$ cat src/rtl/wb_arbiter_pkg.sv
// Shared constants and helpers for the writeback arbiter.
// The index constants name the producing units; WIDTH_DEF matches the
// shared 32-bit datapath width. RNUM_W is the register-number width.
package wb_arbiter_pkg;

  localparam int NSRC_DEF  = 3;
  localparam int SRC_ALU   = 0;
  localparam int SRC_FPU   = 1;
  localparam int SRC_LSU   = 2;
  localparam int RNUM_W    = 5;
  localparam int WIDTH_DEF = 32;

  // True for a write that targets general-purpose register r0.
  function automatic logic is_zero_dst(input logic gf, input logic [RNUM_W-1:0] num);
    return (!gf && (num == '0));
  endfunction

endpackage

$ cat src/rtl/wb_arbiter_rr.sv
// Round-robin arbiter with a persistent priority pointer.
// The search starts at the pointer and wraps; after a grant to slot k
// that is accepted (advance high) the pointer moves to k+1 mod N.
// Reusable by other arbiters (e.g. the memory-port arbiter).
module rr_arbiter #(
  parameter int N = 3
) (
  input  logic         clk,
  input  logic         rst,
  input  logic [N-1:0] req,
  input  logic         advance,
  output logic [N-1:0] grant,
  output logic         any
);

  localparam int PW = (N > 1) ? $clog2(N) : 1;

  logic [PW-1:0] r_ptr;
  logic [PW-1:0] w_next_ptr;

  // Pick the first requester at or above the pointer, otherwise the first below it.
  always_comb begin
    grant      = '0;
    any        = 1'b0;
    w_next_ptr = r_ptr;
    for (int i = 0; i < N; i++) begin
      if (!any && req[i] && (i >= int'(r_ptr))) begin
        grant[i]   = 1'b1;
        any        = 1'b1;
        w_next_ptr = (i == N - 1) ? '0 : PW'(i + 1);
      end
    end
    for (int i = 0; i < N; i++) begin
      if (!any && req[i]) begin
        grant[i]   = 1'b1;
        any        = 1'b1;
        w_next_ptr = (i == N - 1) ? '0 : PW'(i + 1);
      end
    end
  end

  // Pointer moves only when a grant is actually consumed.
  always_ff @(posedge clk) begin
    if (rst) begin
      r_ptr <= '0;
    end else if (advance && any) begin
      r_ptr <= w_next_ptr;
    end
  end

endmodule

$ cat src/rtl/wb_arbiter.sv
// Writeback arbiter: one holding slot per producing unit, round-robin
// selection of a full slot, and one registered register-file write per cycle.
// Handshake: a unit transfers on a rising edge where src_valid[i] & src_ready[i];
// src_ready[i] depends only on slot state (empty, or being granted this cycle),
// never on src_valid, so a granted slot can be refilled on the same edge.
// Optional macro WB_ZERO_GUARD_EN: results targeting general r0 are accepted
// and discarded without occupying a slot.
module wb_arbiter
  import wb_arbiter_pkg::*;
#(
  parameter int NSRC  = NSRC_DEF,
  parameter int WIDTH = WIDTH_DEF
) (
  input  logic                    clk,
  input  logic                    rst,
  input  logic [NSRC-1:0]         src_valid,
  output logic [NSRC-1:0]         src_ready,
  input  logic [NSRC-1:0]         src_gfflag,
  input  logic [RNUM_W*NSRC-1:0]  src_num,
  input  logic [WIDTH*NSRC-1:0]   src_data,
  output logic                    r_gfflag,
  output logic [RNUM_W-1:0]       r_num,
  output logic [WIDTH-1:0]        r_data,
  output logic                    enable,
  output logic                    wb_idle
);

  logic [NSRC-1:0]   r_full;
  logic [NSRC-1:0]   r_slot_gf;
  logic [RNUM_W-1:0] r_slot_num  [NSRC];
  logic [WIDTH-1:0]  r_slot_data [NSRC];

  logic [NSRC-1:0]   w_grant;
  logic              w_any;
  logic [NSRC-1:0]   w_take;
  logic [NSRC-1:0]   w_drop;
  logic              w_win_gf;
  logic [RNUM_W-1:0] w_win_num;
  logic [WIDTH-1:0]  w_win_data;

  // Every grant is consumed immediately by the output register.
  rr_arbiter #(.N(NSRC)) u_rr (
    .clk     (clk),
    .rst     (rst),
    .req     (r_full),
    .advance (1'b1),
    .grant   (w_grant),
    .any     (w_any)
  );

  assign src_ready = ~r_full | w_grant;
  assign w_take    = src_valid & src_ready;
  assign wb_idle   = ~(|r_full) & ~enable;

  // Flag incoming results that must be swallowed instead of buffered.
  always_comb begin
    w_drop = '0;
`ifdef WB_ZERO_GUARD_EN
    for (int i = 0; i < NSRC; i++) begin
      w_drop[i] = is_zero_dst(src_gfflag[i], src_num[RNUM_W*i +: RNUM_W]);
    end
`endif
  end

  // Slot capture and release; a capture on the grant edge keeps the slot full.
  always_ff @(posedge clk) begin
    if (rst) begin
      r_full    <= '0;
      r_slot_gf <= '0;
      for (int i = 0; i < NSRC; i++) begin
        r_slot_num[i]  <= '0;
        r_slot_data[i] <= '0;
      end
    end else begin
      for (int i = 0; i < NSRC; i++) begin
        if (w_take[i]) begin
          r_full[i]      <= ~w_drop[i];
          r_slot_gf[i]   <= src_gfflag[i];
          r_slot_num[i]  <= src_num[RNUM_W*i +: RNUM_W];
          r_slot_data[i] <= src_data[WIDTH*i +: WIDTH];
        end else if (w_grant[i]) begin
          r_full[i] <= 1'b0;
        end
      end
    end
  end

  // Select the granted slot's payload (grant is one-hot).
  always_comb begin
    w_win_gf   = 1'b0;
    w_win_num  = '0;
    w_win_data = '0;
    for (int i = 0; i < NSRC; i++) begin
      if (w_grant[i]) begin
        w_win_gf   = r_slot_gf[i];
        w_win_num  = r_slot_num[i];
        w_win_data = r_slot_data[i];
      end
    end
  end

  // Output write register; payload holds when no write is issued.
  always_ff @(posedge clk) begin
    if (rst) begin
      r_gfflag <= 1'b0;
      r_num    <= '0;
      r_data   <= '0;
      enable   <= 1'b0;
    end else if (w_any) begin
      r_gfflag <= w_win_gf;
      r_num    <= w_win_num;
      r_data   <= w_win_data;
      enable   <= 1'b1;
    end else begin
      enable   <= 1'b0;
    end
  end

endmodule
$ cat config.mk
export PLATFORM = sky130hd
export DESIGN_NAME = wb_arbiter
export DESIGN_NICKNAME = d
export VERILOG_FILES = /design/src/rtl/wb_arbiter_pkg.sv /design/src/rtl/wb_arbiter_rr.sv /design/src/rtl/wb_arbiter.sv
export SDC_FILE = /design/constraint.sdc
export NUM_CORES = 1
export LEC_CHECK = 0
export CORE_MARGIN = 3
export CORE_UTILIZATION = 30
export CTS_CLUSTER_DIAMETER = 80
export DETAILED_ROUTE_END_ITERATION = 16
export PLACE_DENSITY_LB_ADDON = 0.3
export SETUP_SLACK_MARGIN = 0.1
export SLEW_MARGIN = 20
export SYNTH_ARGS = -nofsm -noshare
export SYNTH_HDL_FRONTEND = slang
export SYNTH_HIERARCHICAL = 1
export SYNTH_SLANG_ARGS = --single-unit
$ cat constraint.sdc
create_clock -name clk -period 2.4 [get_ports clk]
set_clock_uncertainty 0.15 [all_clocks]
set_input_delay 0.48 -clock clk [delete_from_list [all_inputs] [get_ports clk]]
set_output_delay 0.48 -clock clk [all_outputs]
set_load 0.005 [all_outputs]
# Word-level counts from Yosys, hierarchy flattened
# Memories as Yosys holds them, arrays and structs flattened.
# Index checks and enable logic that the tools add are counted.
totals:
  inputBits: 119
  wordCells: 97
  ramBits: 111
  n_memories: 2
  register_bits: 47
memory_table:
  columns: ["name", "depth", "width", "rd", "rd_ports_with_merged_regs", "wr", "line_no", "rtl"]
  rows:
  - ["r_slot_data", 3, 32, 3, 0, 3, "wb_arbiter.sv:31", "logic [WIDTH-1:0] r_slot_data [NSRC];"]
  - ["r_slot_num", 3, 5, 3, 0, 3, "wb_arbiter.sv:30", "logic [RNUM_W-1:0] r_slot_num [NSRC];"]
op_classes:
  n_lt_le_gt_ge: 3
  n_bitwise: 12
  n_mux: 50
  n_reduce_logical: 19
op_table:
  columns: ["operator", "n"]
  rows:
  - ["32-bit 2-to-1 mux", 6]
  - ["1-bit 2-to-1 mux", 32]
  - ["5-bit 2-to-1 mux", 6]
  - ["2-bit 2-to-1 mux", 6]
  - ["1-bit logical AND", 8]
  - ["1-bit OR", 6]
  - ["2-bit nonzero test", 3]
  - ["6-bit nonzero test", 1]
  - ["1-bit logical NOT", 5]
  - ["1-bit by 2-bit greater-or-equal comparator with 1-bit output (first input constant)", 2]
  - ["3-bit bitwise AND", 1]
  - ["3-bit inverter", 1]
  - ["3-bit OR", 1]
  - ["3-bit OR reduction", 1]
  - ["2-bit greater-or-equal comparator (first input constant)", 1]
  - ["1-bit inverter", 2]
  - ["2-bit AND reduction", 1]
  - ["1-bit bitwise AND", 1]

# Logic depth before layout (Yosys ltp)
# Gate-level depths: netlist of run 1.
depth:
  depth_word: 26
  mapped_depth: 8

# Modules after synthesis
# The synthesis of run 1 kept the hierarchy.
modules_own_cells:
  columns: ["mod", "seq_area_each_um2", "cells_per_inst", "n_inst", "area_per_inst_um2"]
  rows:
  - ["wb_arbiter", 4234.1, 505, 1, 6626.4]
  - ["rr_arbiter", 40.0, 20, 1, 161.4]

# Worst setup path before layout of run 1
# OpenSTA, ideal clock, no wires.
synth_timing:
  path_type: "in2reg"
  startpoint: "in rst"
  endpoint: "mem r_slot_data[0][0] (netlist name) (enable)"
  path_stages: 4
  t_arrival_ns: 2.028
  slack_ns: -0.171
  required_ns: 1.857
  path_cell_list: "clkbuf_1 -> clkbuf_1 -> clkbuf_1 -> a21o_1"
synth_rtl:
  columns: ["element", "line_no", "rtl"]
  rows:
  - ["start, declared", "wb_arbiter.sv:15", "input logic rst,"]
  - ["end, declared", "wb_arbiter.sv:31", null]

# Worst setup path in the final report of run 1
layout_timing:
  startpoint: "reg u_rr.r_ptr[1]"
  endpoint: "out src_ready[2]"
layout_via:
  elab_chain_cells: 21
  word_cells_on_any_way: 24
  cone_classes: "3 x order compare; 7 x mux; 1 x bitwise; 13 x reduce/logical"
layout_lines:
  columns: ["element", "line_no", "rtl"]
  rows:
  - ["start, declared", "wb_arbiter_rr.sv:18", "logic [PW-1:0] r_ptr;"]
  - ["start signal, assigned", "wb_arbiter_rr.sv:47", "r_ptr <= w_next_ptr;"]
  - ["1-bit by 2-bit greater-or-equal comparator with 1-bit output", "wb_arbiter_rr.sv:27", "if (!any && req[i] && (i >= int'(r_ptr))) begin"]
  - ["1-bit logical AND", "wb_arbiter_rr.sv:27", null]
  - ["1-bit 2-to-1 mux", "wb_arbiter_rr.sv:27", null]
  - ["1-bit logical NOT", "wb_arbiter_rr.sv:27", null]
  - ["1-bit logical AND (2 in series)", "wb_arbiter_rr.sv:27", null]
  - ["1-bit 2-to-1 mux", "wb_arbiter_rr.sv:27", null]
  - ["1-bit logical NOT", "wb_arbiter_rr.sv:27", null]
  - ["1-bit logical AND (2 in series)", "wb_arbiter_rr.sv:27", null]
  - ["(+4 left out)", null, null]
  - ["1-bit logical NOT", "wb_arbiter_rr.sv:34", "if (!any && req[i]) begin"]
  - ["1-bit logical AND", "wb_arbiter_rr.sv:34", null]
  - ["1-bit 2-to-1 mux", "wb_arbiter_rr.sv:34", null]
  - ["1-bit logical NOT", "wb_arbiter_rr.sv:34", null]
  - ["1-bit logical AND", "wb_arbiter_rr.sv:34", null]
  - ["1-bit 2-to-1 mux (*)", "wb_arbiter_rr.sv:34", null]
  - ["net w_grant[2]", "wb_arbiter.sv:33", "logic [NSRC-1:0] w_grant;"]
  - ["3-bit OR (*)", "wb_arbiter.sv:51", "assign src_ready = ~r_full | w_grant;"]
  - ["end, declared", "wb_arbiter.sv:17", "output logic [NSRC-1:0] src_ready,"]
# Mark *: on every way through the listed nets, which the timed path passes. The rest lies on a longest branch.

==> results of run 1 <==
[timing repair]
action	4_1_cts	5_1_grt
setup endpoints to repair	107	116
pin swaps	4	2
hold buffers	0	0
buffers inserted	7	2
gates resized for setup	21	15
gates cloned	0	6
[final timing paths]
path | from | endpoint | slack, ns
worst max-delay path | u_rr/r_ptr[1] | src_ready[2] | 0.14
worst min-delay path | rst | r_slot_gf[0] | 0.22
worst max register to register | u_rr/r_ptr[1] | r_slot_data[0][80] | 0.21
worst min register to register | r_data[11] | r_data[11] | 0.34
[power by group through the flow]
stage | combinational (mW) | sequential [mW] | clock [mW]
2_1_floorplan | 0.489 | 3.33 | 0
3_3_place_gp | 1.02 | 3.35 | 0
3_5_place_dp | 1.04 | 3.36 | 0
4_1_cts | 1.07 | 3.30 | 2.68
5_1_grt | 1.22 | 3.32 | 2.79
6_report | 1.13 | 3.30 | 2.63
[synthesized netlist by cell type, drive strengths merged]
| library cell | instances |
|---|---|
| o32ai | 36 |
| nor2 | 1 |
| or3 | 1 |
| o2111ai | 1 |
| inv | 4 |
| a21bo | 4 |
| dfxtp | 47 |
| nor4 | 1 |
| o21a | 1 |
| a21oi | 12 |
| o211a | 2 |
| clkbuf | 43 |
| nand2 | 3 |
| o21ai | 3 |
| nand3b | 1 |
| nand3 | 3 |
| conb | 1 |
| nor3 | 1 |
| a221oi | 36 |
| a31o | 2 |
| nor3b | 113 |
| nor2b | 38 |
| a222oi | 1 |
| a21o | 3 |
| buf | 12 |
| edfxtp | 111 |
| a31oi | 1 |
| nand2b | 43 |
[worst max-delay path: cells and delay by family (launching register included)]
| kind | cells | cell delay [ns] |
|---|---|---|
| buffers and inverters | 2 | 0.37 |
| DFF | 1 | 0.36 |
| and+or+nand+nor | 2 | 0.27 |
| AOI/OAI and AO/OA | 1 | 0.21 |
[state kept, by name (all words and copies together) (netlist names)]
signal / flops
r_data: 32
r_gfflag: 1
r_slot_num: 15
r_num: 5
u_rr/r_ptr: 2
r_full: 3
r_slot_data: 96
r_slot_gf: 3
enable: 1
[cell families after synthesis]
group                  Yosys count  synth area share [%]
AOI/OAI and AO/OA              102                 12.35
buffers and inverters           59                 3.779
DFF                            158                 62.97
other                            1               0.05525
and+or+nand+nor                205                 20.85
[area by class of cell]
| class | instances | area share, % |
|---|---|---|
| clock inverters | 13 | 1.469 |
| flip-flops and latches | 158 | 44.18 |
| multi-input cells | 311 | 24.17 |
| inverters | 4 | 0.1546 |
| well taps | 280 | 3.608 |
| clock buffers | 19 | 4.458 |
| repair buffers | 206 | 21.96 |
[metal layers]
metal / share of wire, % / global-route usage [%] / up-vias
met3: 4.3 / 3.042 / 19
met4: 1.3 / 5.502 / 2
li1: - / - / 2375
met5: 0.049 / 0 / -
met1: 41 / 18.87 / 2585
met2: 53 / 27.90 / 141
==> impl_metrics.csv, run 1 <==
group,metric,value,unit
yosys,synth_area_leaders,"edfxtp_1 49%, dfxtp_1 14%, nor3b_1 12%",
cells_and_area,area_delta_synth_final,43.06,%
yosys,avgSynthCellArea,12.93,um^2
power_and_ir_drop,p_int,5.347,mW
power_and_ir_drop,p_leak,3.319,nW
detailed_routing,drtIter0Drc,269,
global_route,grtUsageTotal,15.66,%
clock_tree,clock_latency,0.42,ns
critical_path,worstPathArrival,1.63,ns
cells_and_area,utilization,44.09,%
clock_tree,root_buffer,"clkbuf_16",
critical_path,crit_fanout,4,
timing,worst_slack,0.1392,ns
critical_path,path_cells,"buf_6 -> nor2b_1 -> o21a_2 -> nand2b_4 -> dlygate4sd2_1",
floorplan,core,22030,um^2
cells_and_area,layout_commonest_cell,"clkdlybuf4s50_1",
global_route,grt_max_degree,68,
global_route,antenna_found_initial,1,
floorplan,die_w,156.4,um
timing,fin_crit,2.261,ns
detailed_routing,post_drt_wl_per_cell,20.47,um
place,routabilityCongestion,0.8152,
yosys,yosysSeqAreaShare,62.97,%
clock_tree,cts_tree,"yes",
timing,worst_hold_slack,0.2155,ns
cells_and_area,fin_area,9711,um^2
place,pre_cts_ws,-0.05132,ns
clock_tree,cts.path.max_buffers,2,
power_and_ir_drop,p_per_area,727.3,nW/um^2
detailed_routing,drc,0,
clock_tree,cts.sinks,158,
yosys,netlist_area,6788,um^2
cells_and_area,final_cells,991,
floorplan,die_y,156.4,um
yosys,yosys.area.top_type,"edfxtp_1",
global_route,gr-total-overflow,0,
worst_hold_path,whs_path_depth,2,
cells_and_area,fill_cells,1987,
outcome,outcome,"completed",
power_and_ir_drop,pwr-share-comb,16.1,%
floorplan,core.rowCount,54,
timing,setup_violations,0,
power_and_ir_drop,total_power,7.063,mW
job,drv_cap,0,
critical_path,critPathSlowestCell,"dfxtp_4",
cells_and_area,drive_above_1_share,14.63,%
detailed_routing,vias,5122,
global_route,grt_first_pass_wirelength,29570,um
global_route,grt_pass1_vias,5295,
place,hpwlAfterDp,12580,um
yosys,ys_warn_count,6,
critical_path,start_kind,"flop",
cells_and_area,final-seq-area,4290,um^2
place,io_buffer_count,161,
power_and_ir_drop,vdd_drop_max,300.9,uV
floorplan,io_pins,162,
detailed_routing,ant_nets,0,
cells_and_area,fin_nets,817,
timing,setup_tns,0,ns
detailed_routing,wl,20280,um
critical_path,worstSetupEndpointType,"output port",
clock_tree,clkTransAtPathRegs,0.06,ns
worst_hold_path,hp-class,"primary input to flop",
timing,fmax,442.3,MHz
timing,rsz0062_at_grt,"yes",
cells_and_area,antenna_cells,0,
floorplan,dieArea,24470,um^2
timing,hold_viol,0,
yosys,yosysUniqueCellTypes,31,
power_and_ir_drop,p_switching,1.716,mW
yosys,synth.top_cell.area_share,49.11,%
clock_tree,cts_buffers,17,
detailed_routing,first_pass_iters,5,
floorplan,initial_core_util,30.82,%
yosys,ys_ff_latch,158,
detailed_routing,viasPerCell,5.169,
place,dpl.cell_count,944,
place,placed_cell_area,8833,um^2
critical_path,worst_r2r_path_depth,8,
critical_path,cpPeakStageDelay,0.36,ns
power_and_ir_drop,netSwitchingFraction,24.30,%
yosys,syn_inst,525,
critical_path,required,1.77,ns
timing,slew_viol_final,0,
critical_path,crit_type,"flop to output port",
power_and_ir_drop,power_frac_seq,46.7,%
power_and_ir_drop,clkPwrFrac,37.2,%
cells_and_area,multi_input_area,2347,um^2
timing,timing.final.crit_share,94.20,%
clock_tree,h-tree-depth,4,
cells_and_area,final_cell_mix,"156 x clkdlybuf4s50_1, 111 x nor3b_1, 111 x edfxtp_1",
No activity file was read; power rests on OpenSTA's default activity.
==> run 2: changes to the inputs <==
Settings changed: CTS_BUF_LIST set to sky130_fd_sc_hd__clkbuf_16.
==> impl_metrics.csv, run 2 (same netlist as run 1, synthesis figures left out) <==
group,metric,value,unit
clock_tree,clock_latency,0.42,ns
critical_path,worstSetupEndpointType,"output port",
worst_hold_path,hp-class,"primary input to flop",
detailed_routing,drtIter0Drc,278,
clock_tree,cts.sinks,158,
critical_path,path_cells,"buf_6 -> nor2b_1 -> o21a_2 -> nand2b_4 -> dlygate4sd2_1",
timing,hold_viol,0,
cells_and_area,reg.largest.list,"r_slot_data (96), r_data (32), r_slot_num (15)",
cells_and_area,drive_above_1_share,14.63,%
floorplan,initial_core_util,30.82,%
detailed_routing,drc,0,
critical_path,worstPathArrival,1.63,ns
critical_path,start_kind,"flop",
critical_path,required,1.77,ns
timing,setup_tns,0,ns
timing,worst_hold_slack,0.2240,ns
cells_and_area,largest_reg_flops,96,
place,dpl.cell_count,944,
cells_and_area,area_delta_synth_final,43.06,%
place,pre_cts_ws,-0.05132,ns
clock_tree,cts_buffers,17,
cells_and_area,top_register,"r_slot_data",
floorplan,core.rowCount,54,
global_route,antenna_found_initial,1,
global_route,grtUsageTotal,15.66,%
global_route,grt_max_degree,68,
power_and_ir_drop,p_per_area,725.9,nW/um^2
critical_path,cpPeakStageDelay,0.36,ns
detailed_routing,ant_nets,0,
cells_and_area,fin_nets,817,
detailed_routing,viasPerCell,5.188,
outcome,outcome,"completed",
timing,setup_violations,0,
global_route,gr-total-overflow,0,
global_route,grt_pass1_vias,5295,
power_and_ir_drop,p_leak,3.327,nW
critical_path,crit_fanout,4,
critical_path,critPathSlowestCell,"dfxtp_4",
clock_tree,root_buffer,"clkbuf_16",
cells_and_area,layout_commonest_cell,"clkdlybuf4s50_1",
cells_and_area,antenna_cells,0,
job,drv_cap,0,
floorplan,core,22030,um^2
place,routabilityCongestion,0.8152,
place,hpwlAfterDp,12580,um
timing,slew_viol_final,0,
floorplan,die_w,156.4,um
timing,timing.final.crit_share,94.08,%
cells_and_area,final_cell_mix,"156 x clkdlybuf4s50_1, 111 x nor3b_1, 111 x edfxtp_1",
floorplan,io_pins,162,
place,io_buffer_count,161,
detailed_routing,wl,20280,um
timing,fin_crit,2.258,ns
detailed_routing,first_pass_iters,5,
detailed_routing,vias,5141,
clock_tree,cts_tree,"yes",
power_and_ir_drop,vdd_drop_max,298.9,uV
clock_tree,clkTransAtPathRegs,0.06,ns
clock_tree,cts.path.max_buffers,2,
floorplan,dieArea,24470,um^2
timing,rsz0062_at_grt,"yes",
critical_path,crit_type,"flop to output port",
cells_and_area,final_cells,991,
timing,worst_slack,0.1421,ns
clock_tree,h-tree-depth,4,
detailed_routing,post_drt_wl_per_cell,20.46,um
global_route,grt_first_pass_wirelength,29570,um
timing,fmax,442.9,MHz
floorplan,die_y,156.4,um
==> run 2: critical path: cells and delay by family (launching register included) <==
family	cells	cell delay, ns
AO/OA/AOI/OAI	1	0.21
buffers and inverters	2	0.38
flip-flops	1	0.36
AND/OR/NAND/NOR	2	0.27
==> run 2: final timing paths <==
path	endpoint	start	slack, ns	cells past startpoint
setup / recovery	src_ready[2]	u_rr/r_ptr[1]	0.14	5
hold / removal	u_rr/r_ptr[1]	rst	0.22	2
setup reg to reg	r_slot_data[0][50]	u_rr/r_ptr[1]	0.21	8
hold reg to reg	r_data[11]	r_data[11]	0.34	2
==> run 2: area by class of cell <==
cell class / instances / area (um^2)
Fill cell: 1987 / 12320
Multi-Input combinational cell: 311 / 2347
Sequential cell: 158 / 4290
Inverter: 4 / 15.01
Tap cell: 280 / 350.3
Clock inverter: 15 / 150.1
Clock buffer: 17 / 425.4
Timing Repair Buffer: 206 / 2132
==> run 2: stage by stage <==
stage	power [mW]	utilization [%]	cell area, um^2
finish	7.049	44.09	9711
global route	7.322	44.09	9711
CTS	7.041	43.21	9518
detailed placement	4.397	40.10	8833
global placement	4.369	40.10	8833
floorplan	3.819	-	6807
==> run 2: repair_timing <==
item | CTS | global route
pin swaps | 4 | 2
setup buffers | 7 | 2
hold buffers | 0 | 0
setup endpoints to repair | 107 | 116
gates cloned | 0 | 6
gates resized for setup | 21 | 15
==> run 2: routing by layer <==
layer / routed length, um / vias to the layer above / track usage, %
li1: - / 2373 / -
met4: 317 / 2 / 5.502
met2: 10760 / 167 / 27.90
met1: 8163 / 2575 / 18.87
met5: 10 / - / 0
met3: 1028 / 24 / 3.042
==> run 2: power breakdown <==
group | switching [mW] | internal, mW | leakage (nW)
Combinational | 0.518 | 0.616 | 1.47
Clock | 1.09 | 1.53 | 0.275
Sequential | 0.101 | 3.20 | 1.58
==> run 3: changes to the inputs <==
Settings changed: CORE_MARGIN 3 to 1.5, CTS_CLUSTER_DIAMETER 80 to unset, CTS_CLUSTER_SIZE set to 30.
==> impl_metrics.csv, run 3 (same netlist as run 1, synthesis figures left out) <==
group,metric,value,unit
cells_and_area,antenna_cells,0,
job,drv_cap,0,
floorplan,die_y,153.4,um
worst_hold_path,whs_path_depth,2,
critical_path,r2r_end,"r_slot_data[0][9]",
cells_and_area,largest_reg_flops,96,
critical_path,cpPeakStageDelay,0.37,ns
detailed_routing,viasPerCell,5.132,
cells_and_area,reg.largest.list,"r_slot_data (96), r_data (32), r_slot_num (15)",
cells_and_area,final_cells,978,
place,placed_cell_area,8788,um^2
power_and_ir_drop,vdd_drop_max,338.8,uV
critical_path,required,1.77,ns
clock_tree,cts.sinks,158,
worst_hold_path,hp-start,"rst",
critical_path,worstPathArrival,1.65,ns
detailed_routing,post_drt_wl_per_cell,19.78,um
clock_tree,clock_latency,0.42,ns
critical_path,crit_fanout,6,
detailed_routing,wl,19340,um
timing,relSlewSlack,48.44,%
detailed_routing,vias,5019,
floorplan,io_pins,162,
clock_tree,clkTransAtPathRegs,0.06,ns
floorplan,die_w,153.4,um
timing,fin_crit,2.277,ns
global_route,grt_max_degree,80,
detailed_routing,first_pass_iters,5,
timing,setup_violations,0,
global_route,grt_first_pass_wirelength,29850,um
worst_hold_path,holdPathEnd,"r_slot_gf[1]",
timing,slew_viol_final,0,
clock_tree,cts_tree,"yes",
critical_path,crit_top_cell,"nand2b_4",
cells_and_area,final_cell_mix,"156 x clkdlybuf4s50_1, 113 x nor3b_1, 111 x edfxtp_1",
detailed_routing,drtIter0Drc,337,
timing,worst_slack,0.1225,ns
timing,worst_slew_pin_slew,0.7733,ns
global_route,antenna_found_initial,1,
clock_tree,cts_buffers,17,
power_and_ir_drop,p_per_area,731.2,nW/um^2
clock_tree,cts.path.max_buffers,2,
critical_path,worstSetupEndpointType,"output port",
timing,fmax,439.1,MHz
global_route,grt_pass1_vias,5267,
place,pre_cts_ws,-0.09978,ns
clock_tree,postCtsHoldBufs,0,
cells_and_area,fin_area,9514,um^2
cells_and_area,layout_commonest_cell,"clkdlybuf4s50_1",
cells_and_area,drive_above_1_share,12.61,%
critical_path,start_kind,"flop",
floorplan,initial_core_util,30.82,%
floorplan,core.rowCount,54,
global_route,grtUsageTotal,16.52,%
worst_hold_path,hp-class,"primary input to flop",
critical_path,crit_type,"flop to output port",
outcome,outcome,"completed",
cells_and_area,fin_nets,804,
cells_and_area,fill_cells,2015,
place,hpwlAfterDp,11990,um
floorplan,dieArea,23540,um^2
floorplan,core,22030,um^2
place,dpl.cell_count,938,
place,io_buffer_count,161,
cells_and_area,top_register,"r_slot_data",
detailed_routing,ant_nets,0,
detailed_routing,drc,0,
clock_tree,root_buffer,"clkbuf_16",
global_route,gr-total-overflow,0,
critical_path,worst_r2r_path_depth,6,
cells_and_area,area_delta_synth_final,40.17,%
critical_path,r2r_slack,0.14,ns
timing,setup_tns,0,ns
timing,timing.final.crit_share,94.90,%
power_and_ir_drop,p_leak,3.219,nW
clock_tree,h-tree-depth,4,
critical_path,critPathSlowestCell,"dfxtp_4",
place,routabilityCongestion,0.7848,
timing,hold_viol,0,
timing,worst_hold_slack,0.2133,ns
critical_path,timing.rr.start,"r_full[2]",
timing,rsz0062_at_grt,"yes",
critical_path,path_cells,"nand2b_4 -> o211a_1 -> nand2b_4 -> buf_4 -> clkdlybuf4s15_1",
==> run 3: routing by layer <==
metal / part of all wire [%] / global-route usage [%] / vias up / wire length, um
li1: - / - / 2353 / -
met4: 1.3 / 5.317 / 2 / 254
met2: 51 / 28.85 / 141 / 9942
met1: 43 / 20.14 / 2506 / 8318
met3: 4.2 / 3.828 / 17 / 815
met5: 0.067 / 0 / - / 13
==> run 3: worst max path at each step <==
stage / endpoint / startpoint / cells past startpoint
final: src_ready[0] / u_rr/r_ptr[1] / 5
after global routing: src_ready[0] / u_rr/r_ptr[0] / 5
after floorplan: r_slot_data[0][90] / r_full[0] / 8
after CTS: src_ready[0] / r_full[1] / 5
after detailed placement: r_data[6] / u_rr/r_ptr[0] / 5
after global placement: r_slot_data[0][8] / r_full[0] / 6
==> run 3: cell type report <==
| type | count | area (um^2) | area share [%] |
|---|---|---|---|
| Tap cell | 280 | 350.3 | 3.682 |
| Timing Repair Buffer | 192 | 1936 | 20.34 |
| Clock inverter | 15 | 142.6 | 1.499 |
| Clock buffer | 17 | 425.4 | 4.471 |
| Inverter | 4 | 15.01 | 0.1578 |
| Sequential cell | 158 | 4293 | 45.12 |
| Multi-Input combinational cell | 312 | 2352 | 24.72 |
==> run 3: where the power goes <==
group	switching, mW	internal [mW]
Sequential	0.111	3.20
Clock	1.15	1.44
Combinational	0.486	0.566
Total	1.75	5.21
==> run 3: repair_timing <==
action / in CTS / in global routing
endpoints found under the setup margin: 145 / 53
setup buffers: 3 / 2
endpoints found under the hold margin: 0 / 0
gates cloned: 1 / 2
pin swaps: 3 / 1
resized for setup: 23 / 4
==> run 3: critical path: cells and delay by family (launching register included) <==
family,cells,cell delay (ns)
flip-flops,1,0.37
buffers and inverters,2,0.35
AND/OR/NAND/NOR,2,0.30
AO/OA/AOI/OAI,1,0.22
==> run 3: per-stage QoR <==
stage               power, mW  utilization [%]
floorplan               3.819                -
global placement        4.344            39.90
detailed placement      4.377            39.90
CTS                     7.015            42.96
global route            7.247            43.19
finish                  6.957            43.19
